<file path="src/rtl/pipeline_hazard_sched.sv">
// Hazard scheduler: in-flight write scoreboard driving stall, bubble, flush and EX forwarding selects.
// Optional macro FWD_EN compiles in operand forwarding and relaxes the stall rule to load-use/WB-only.
module pipeline_hazard_sched #(
  parameter int REG_NUM_WIDTH = 5,
  parameter int CNT_WIDTH     = 16
) (
  input  logic                     clk,
  input  logic                     rst,
  input  logic                     idValid,
  input  logic [REG_NUM_WIDTH-1:0] idRS,
  input  logic [REG_NUM_WIDTH-1:0] idRT,
  input  logic                     idUsesRS,
  input  logic                     idUsesRT,
  input  logic                     idRegWrite,
  input  logic [REG_NUM_WIDTH-1:0] idWrNum,
  input  logic                     idMemRead,
  input  logic                     branchTaken,
  output logic                     pcHold,
  output logic                     ifidHold,
  output logic                     idexBubble,
  output logic                     flushIFID,
  output logic                     flushIDEX,
  output logic                     flushEXMEM,
  output logic [1:0]               fwdA,
  output logic [1:0]               fwdB,
  output logic [1:0]               schedState,
  output logic [CNT_WIDTH-1:0]     stallCount,
  output logic [CNT_WIDTH-1:0]     flushCount
);

  typedef enum logic [1:0] {
    ST_RUN   = 2'd0,
    ST_STALL = 2'd1,
    ST_FLUSH = 2'd2
  } sched_t;

  typedef struct packed {
    logic                     valid;
    logic [REG_NUM_WIDTH-1:0] reg_num;
    logic                     is_load;
  } sb_t;

  localparam int SB_EX  = 0;
  localparam int SB_MEM = 1;
  localparam int SB_WB  = 2;

  sb_t                  sb_reg  [3];
  sb_t                  sb_next [3];
  sched_t               state_reg, state_next;
  logic [1:0]           fwd_a_reg, fwd_a_next;
  logic [1:0]           fwd_b_reg, fwd_b_next;
  logic [CNT_WIDTH-1:0] stall_cnt_reg, flush_cnt_reg;
  logic [2:0]           match_rs, match_rt;
  logic                 hazard;

  generate
    for (genvar gi = 0; gi < 3; gi++) begin : g_match
      assign match_rs[gi] = sb_reg[gi].valid && idUsesRS && (idRS != '0) && (sb_reg[gi].reg_num == idRS);
      assign match_rt[gi] = sb_reg[gi].valid && idUsesRT && (idRT != '0) && (sb_reg[gi].reg_num == idRT);
    end
  endgenerate

`ifdef FWD_EN
  logic hz_rs, hz_rt;
  logic unused_load;

  // A WB-only producer still stalls: the register file write lands too late for this ID read.
  assign hz_rs = (match_rs[SB_EX] && sb_reg[SB_EX].is_load) ||
                 (match_rs[SB_WB] && !match_rs[SB_EX] && !match_rs[SB_MEM]);
  assign hz_rt = (match_rt[SB_EX] && sb_reg[SB_EX].is_load) ||
                 (match_rt[SB_WB] && !match_rt[SB_EX] && !match_rt[SB_MEM]);
  assign hazard      = idValid && (hz_rs || hz_rt);
  assign unused_load = ^{sb_reg[SB_MEM].is_load, sb_reg[SB_WB].is_load};

  function automatic logic [1:0] fwd_sel(input logic hit_ex, input logic hit_mem);
    if (hit_ex)  return 2'd1;
    if (hit_mem) return 2'd2;
    return 2'd0;
  endfunction
`else
  logic unused_load;

  assign hazard      = idValid && ((|match_rs) || (|match_rt));
  assign unused_load = ^{sb_reg[SB_EX].is_load, sb_reg[SB_MEM].is_load, sb_reg[SB_WB].is_load};
`endif

  always_comb begin
    state_next  = ST_RUN;
    pcHold      = 1'b0;
    ifidHold    = 1'b0;
    idexBubble  = 1'b0;
    flushIFID   = 1'b0;
    flushIDEX   = 1'b0;
    flushEXMEM  = 1'b0;
    fwd_a_next  = 2'd0;
    fwd_b_next  = 2'd0;
    sb_next[SB_WB]          = sb_reg[SB_MEM];
    sb_next[SB_MEM]         = sb_reg[SB_EX];
    sb_next[SB_EX].valid    = idValid && idRegWrite && (idWrNum != '0);
    sb_next[SB_EX].reg_num  = idWrNum;
    sb_next[SB_EX].is_load  = idMemRead;

    if (branchTaken) begin
      state_next      = ST_FLUSH;
      flushIFID       = 1'b1;
      flushIDEX       = 1'b1;
      flushEXMEM      = 1'b1;
      sb_next[SB_MEM] = '0;
      sb_next[SB_EX]  = '0;
    end else if (hazard) begin
      state_next     = ST_STALL;
      pcHold         = 1'b1;
      ifidHold       = 1'b1;
      idexBubble     = 1'b1;
      sb_next[SB_EX] = '0;
    end

`ifdef FWD_EN
    if (state_next == ST_RUN && idValid) begin
      fwd_a_next = fwd_sel(match_rs[SB_EX], match_rs[SB_MEM]);
      fwd_b_next = fwd_sel(match_rt[SB_EX], match_rt[SB_MEM]);
    end
`endif
  end

  always_ff @(posedge clk or negedge rst) begin
    if (!rst) begin
      for (int i = 0; i < 3; i++) sb_reg[i] <= '0;
      state_reg     <= ST_RUN;
      fwd_a_reg     <= 2'd0;
      fwd_b_reg     <= 2'd0;
      stall_cnt_reg <= '0;
      flush_cnt_reg <= '0;
    end else begin
      for (int i = 0; i < 3; i++) sb_reg[i] <= sb_next[i];
      state_reg <= state_next;
      fwd_a_reg <= fwd_a_next;
      fwd_b_reg <= fwd_b_next;
      if (state_next == ST_STALL && stall_cnt_reg != '1) stall_cnt_reg <= stall_cnt_reg + CNT_WIDTH'(1);
      if (state_next == ST_FLUSH && flush_cnt_reg != '1) flush_cnt_reg <= flush_cnt_reg + CNT_WIDTH'(1);
    end
  end

  assign fwdA       = fwd_a_reg;
  assign fwdB       = fwd_b_reg;
  assign schedState = state_reg;
  assign stallCount = stall_cnt_reg;
  assign flushCount = flush_cnt_reg;

endmodule

</file>
<file path="config.mk">
export PLATFORM = sky130hd
export DESIGN_NAME = pipeline_hazard_sched
export DESIGN_NICKNAME = d
export VERILOG_FILES = /design/src/rtl/pipeline_hazard_sched.sv
export SDC_FILE = /design/constraint.sdc
export NUM_CORES = 1
export LEC_CHECK = 0
export ABC_AREA = 1
export BUFFER_PORTS_ARGS = -buffer_cell sky130_fd_sc_hd__buf_4
export CORE_MARGIN = 5
export CORE_UTILIZATION = 50
export CTS_CLUSTER_SIZE = 12
export DETAILED_ROUTE_END_ITERATION = 16
export HOLD_SLACK_MARGIN = 0.08
export PLACE_DENSITY = 0.74
export SETUP_SLACK_MARGIN = 0.05
export SLEW_MARGIN = 20
export SYNTH_ARGS = -nofsm -noshare
export SYNTH_HDL_FRONTEND = slang
export SYNTH_SLANG_ARGS = --single-unit
export TNS_END_PERCENT = 10
</file>
<file path="constraint.sdc">
create_clock -name clk -period 2.35 [get_ports clk]
set_clock_uncertainty 0.2 [all_clocks]
set_input_delay 0.3525 -clock clk [delete_from_list [all_inputs] [get_ports clk]]
set_output_delay 0.3525 -clock clk [all_outputs]
set_load 0.01 [all_outputs]
</file>
== Yosys cells after proc, flatten, opt, wreduce, memory -nomap -nowiden ==
Index checks and enable logic that the tools add are counted.

* Register bits: 53
* Bits of input ports: 23
* Output and inout bits: 44
* Logic and storage cells: 59

* Add/sub/neg operators: 2
* Eq/ne operators: 10
* Multiplexer cells: 8
* Reductions and logical operators: 29

{| class="wikitable"
|+ Operators by type and width
! kind !! number
|-
| adder 16 x 1 -> 16 bit (second input constant) || 2
|-
| inequality test 16 bit (second input constant) || 2
|-
| equality test 5 bit || 6
|-
| logical AND 1 bit || 23
|-
| 2-to-1 mux 7 bit || 3
|-
| nonzero test 5 bit || 3
|-
| OR reduction 3 bit || 2
|-
| 2-to-1 mux 1 bit || 4
|-
| equality test 2 x 1 -> 1 bit (second input constant) || 1
|-
| equality test 2 bit (second input constant) || 1
|-
| 2-to-1 mux 2 bit || 1
|-
| logical OR 1 bit || 1
|}

== Longest topological paths before layout ==
* Word-level depth: 10
* Mapped depth: 13
* Mapped depth without buffers: 12

== Least setup slack after synthesis ==
Ideal clock, no wire load.

* Path kind: register to output
* From: register sb_reg[15] (netlist name)
* To: output port ifidHold
* Data arrival time: 1586 ps
* Required time: 1798 ps
* Slack: 212 ps
* Stages on the path, launching flop included: 11
* Cell sequence: dfrtp_1 -> inv_1 -> nand2_1 -> a21oi_1 -> nand3_1 -> nand3_2 -> nand2_2 -> nand2_4 -> inv_1 -> nor3_1 -> buf_4

* Word-level cells in the longest chain between the ends: 7
* Elaborated cells between the ends (all ways): 10

{| class="wikitable"
|+ RTL lines
! what !! RTL line !! text
|-
| equality test 5 bit, on equally long branches || 58, 59 ||
|-
| logical AND 1 bit, on equally long branches || 58, 59 ||
|-
| OR reduction 3 bit || 83 || <nowiki>assign hazard = idValid && ((|match_rs) || (|match_rt));</nowiki>
|-
| logical OR 1 bit (*) || 83 ||
|-
| logical AND 1 bit (*) || 83 ||
|-
| 2-to-1 mux 1 bit (*) (2 in series) || - ||
|-
| to (decl) || 19 || <nowiki>output logic ifidHold,</nowiki>
|}

Mark *: on every way between the ends. The rest lies on a longest branch, timed or not.

== Worst setup path in the final report ==
* From: register sb_next[3] (netlist name)
* To: output port pcHold

* Word-level cells in the longest chain between the ends: 7
* Elaborated cells between the ends (all ways): 10

{| class="wikitable"
|+ RTL lines
! what !! RTL line !! text
|-
| equality test 5 bit, on equally long branches || 58, 59 ||
|-
| logical AND 1 bit, on equally long branches || 58, 59 ||
|-
| OR reduction 3 bit || 83 ||
|-
| logical OR 1 bit (*) || 83 ||
|-
| logical AND 1 bit (*) || 83 ||
|-
| 2-to-1 mux 1 bit (*) || 110 || <nowiki>end else if (hazard) begin</nowiki>
|-
| 2-to-1 mux 1 bit (*) || 103 || <nowiki>if (branchTaken) begin</nowiki>
|-
| to (decl) || 18 || <nowiki>output logic pcHold,</nowiki>
|}

Marks and branches as above.

==> run metrics <==
Yosys reg bits 52; FP Rows 28; Max Cap Viol 0; r2r startpoint sb_next[3]$_DFF_PN0_; largest net degree at the start of global routing 53; delay-heaviest family, CP simple AND/OR/NAND/NOR gates; initial antenna violation count 0; clk_lat worst skew 0.31 ns; vias in the first global route 2,913; vias per cell 4.97; Inst Count DP 547; fin area 0.00382 mm²; busiest layer in global routing met2; CTS sink cnt 52; HP Class input port to flip-flop; first-pass GRT wire length 12,800 µm; H-tree Lvls 2; count leader, synth nand2_1; # nets final 511; post-DR wirelength/cell 13.3 µm; DRT iter0 DRCs 125; CP Launch Type flip-flop; Tmin final 2.38 ns; CTS Buffer Depth 2; Slew Limit Fails 0; Slew @ Worst Pin 0.650 ns; Root Driver clkbuf_8; number of enable flip-flop cells after synthesis 0; Peak VDD IR 0.000546 V; post-synth cell types 32; RSZ-0062 raised after global routing yes; Required @ worst endpoint 1.80 ns; die height 89.3 µm; Pleak 2.00 nW; Primary FF master, synth dfrtp_1; Initial Util 0.521; Netlist Area Pre-Place 0.00314 mm²; Design Power 0.00216 W; pre-CTS WS 0.146 ns; critical path peak fanout 4; grt ovf 0; Clk pin slew, worst setup/hold paths 0.09 ns; Synth top area share 0.414; die area 0.00797 mm²; Slew Limit Headroom 0.567; Area Overhead vs Synth 21.5%; DP Area 0.00362 mm²; Hold Path Origin idWrNum[2]; met2 Usage GRT 0.327; TritonCTS Buffers 5; worst-path cell chain inv_1 > nand2_1 > o21ai_0 > nor2_1 > nand3_1 > nand3_2 > nand2_2 > nand2_4 > inv_2 > nor3_2 > buf_4 > buf_6; DR pass1 iterations 4; slowest cell on the critical path dfrtp_1; filler instances 534; met3 Use GR 0.0442; Post-synth ARST share 1.00; sequential-to-total area share from yosys stat 0.414; Mean Syn Cell Area 7.53 µm²; GR Util met1 0.274; CTS tree done; DRC 0; Top Ports 67; routed via count 2,795; # diodes 0; Max stage delay on crit path 0.41 ns; Peak Freq 421 MHz; fraction of layout cells with a size suffix above 1 0.283; Final period util 1.01; DP HPWL 5670 µm; power per cell area 566 mW/mm²; core area 0.00603 mm²; post-route ant nets 0; failing checks negative setup slack; crit end category primary output; Synth Warn # 0; gr usage total 0.205; fin cells 562; worst setup margin -0.0255 ns; Setup CP Type flip-flop to primary output; largest area contributor in the netlist dfrtp_1; crit path buf inv count 4; Crit path arrival time 1.82 ns; Final Hold Fails 0; most common library cells after synthesis 128 x nand2_1, 52 x dfrtp_1, 47 x nor2_1, 40 x inv_1, 25 x nand3_1; Final Hold Slack 0.0978 ns; Setup violations, final 3; top post-synthesis cells by area dfrtp_1 41%, nand2_1 15%, nor2_1 5.6%, xor2_1 5.0%, inv_1 4.8%; die width 89.3 µm; Mapped Cells 417; Placer Congestion 0.886; Routed WL 7450 µm; port bufs 61; CP startpoint sb_next[3]$_DFF_PN0_; status finished, violations left
-- cell families after synthesis --
logic type | after synthesis | synth area share
AOI/OAI and AO/OA | 8 | 0.0139
DFF | 52 | 0.414
xor gates and xnor gates | 29 | 0.0808
and+or+nand+nor | 259 | 0.382
adders and majority gates | 2 | 0.00796
buffers and inverters | 66 | 0.0996
other | 1 | 0.00119
-- layout by cell type (no fill, tap or decap), types with 2 or more instances in the layout --
cell type	netlist	routed
nand2_2	23	24
buf_4	9	65
nand2_1	128	127
nor2_2	4	5
nand3_2	4	5
inv_1	40	33
nor3_1	12	11
dfrtp_1	52	52
clkbuf_8	0	6
ha_1	2	2
buf_6	2	3
nor2_1	47	46
o21ai_1	1	2
nor3_2	2	3
dlygate4sd3_1	0	4
xnor2_1	11	11
nand4_1	5	5
conb_1	1	4
xor2_1	18	18
o21ai_0	4	3
nand3_1	25	24
nor2_4	2	2
inv_2	12	19
-- layer usage --
layer,part of all wire,wire (µm)
met1,0.47,3540
met2,0.45,3310
met3,0.065,484
met4,0.015,110
met5,0,0
-- layout make-up --
class	count	area, µm²	area share
Sequential cell	52	1300	0.341
Multi-Input combinational cell	302	1570	0.410
Inverter	53	199	0.0521
Timing Repair Buffer	72	562	0.147
Clock buffer	7	86.3	0.0226
Tap cell	75	93.8	0.0246
Clock inverter	1	7.51	0.00197
-- report_power, final --
part / switching (W) / internal (W) / total [W]
logic: 0.000269 / 0.000239 / 0.000508
clock network: 0.000298 / 0.000240 / 0.000538
registers: 0.000124 / 0.000991 / 0.00112
-- through the flow --
stage / TNS, ns / util
after floorplan: 0 / -
after global placement: 0 / 0.601
after detailed placement: 0 / 0.601
after CTS: 0 / 0.626
after global routing: -0.295 / 0.633
final: -0.0746 / 0.633
-- worst reg2reg max path: stages (launching register included) --
cell and delay [ns]:
dfrtp_1 0.41, inv_1 0.07, nand2_1 0.06, o21ai_0 0.07
nor2_1 0.12, nand3_1 0.10, nand3_2 0.08, nand2_2 0.07
nand2_4 0.08, buf_4 0.10, buf_4 0.13, nand3_4 0.07
nor2_4 0.37, nand2_1 0.09, nand2_1 0.08
-- what timing repair did --
action	CTS	global route
pin swaps	3	14
resized for setup	4	13
hold buffers	4	0
buffers inserted	1	2
endpoints found under the hold margin	55	0
endpoints found under the setup margin	3	11
-- final timing paths --
kind	slack, ns	cells after the start	to
worst max-delay path	-0.03	12	pcHold
worst min-delay path	0.1	3	sb_reg[17]$_DFF_PN0_
worst max register to register	0.19	14	stallCount[14]$_DFFE_PN0P_
worst min register to register	0.23	0	sb_reg[2]$_DFF_PN0_
max in group asynchronous	1.11	2	flushCount[14]$_DFFE_PN0P_
min in group asynchronous	0.40	2	stallCount[4]$_DFFE_PN0P_
(Power assumes the default switching activity.)
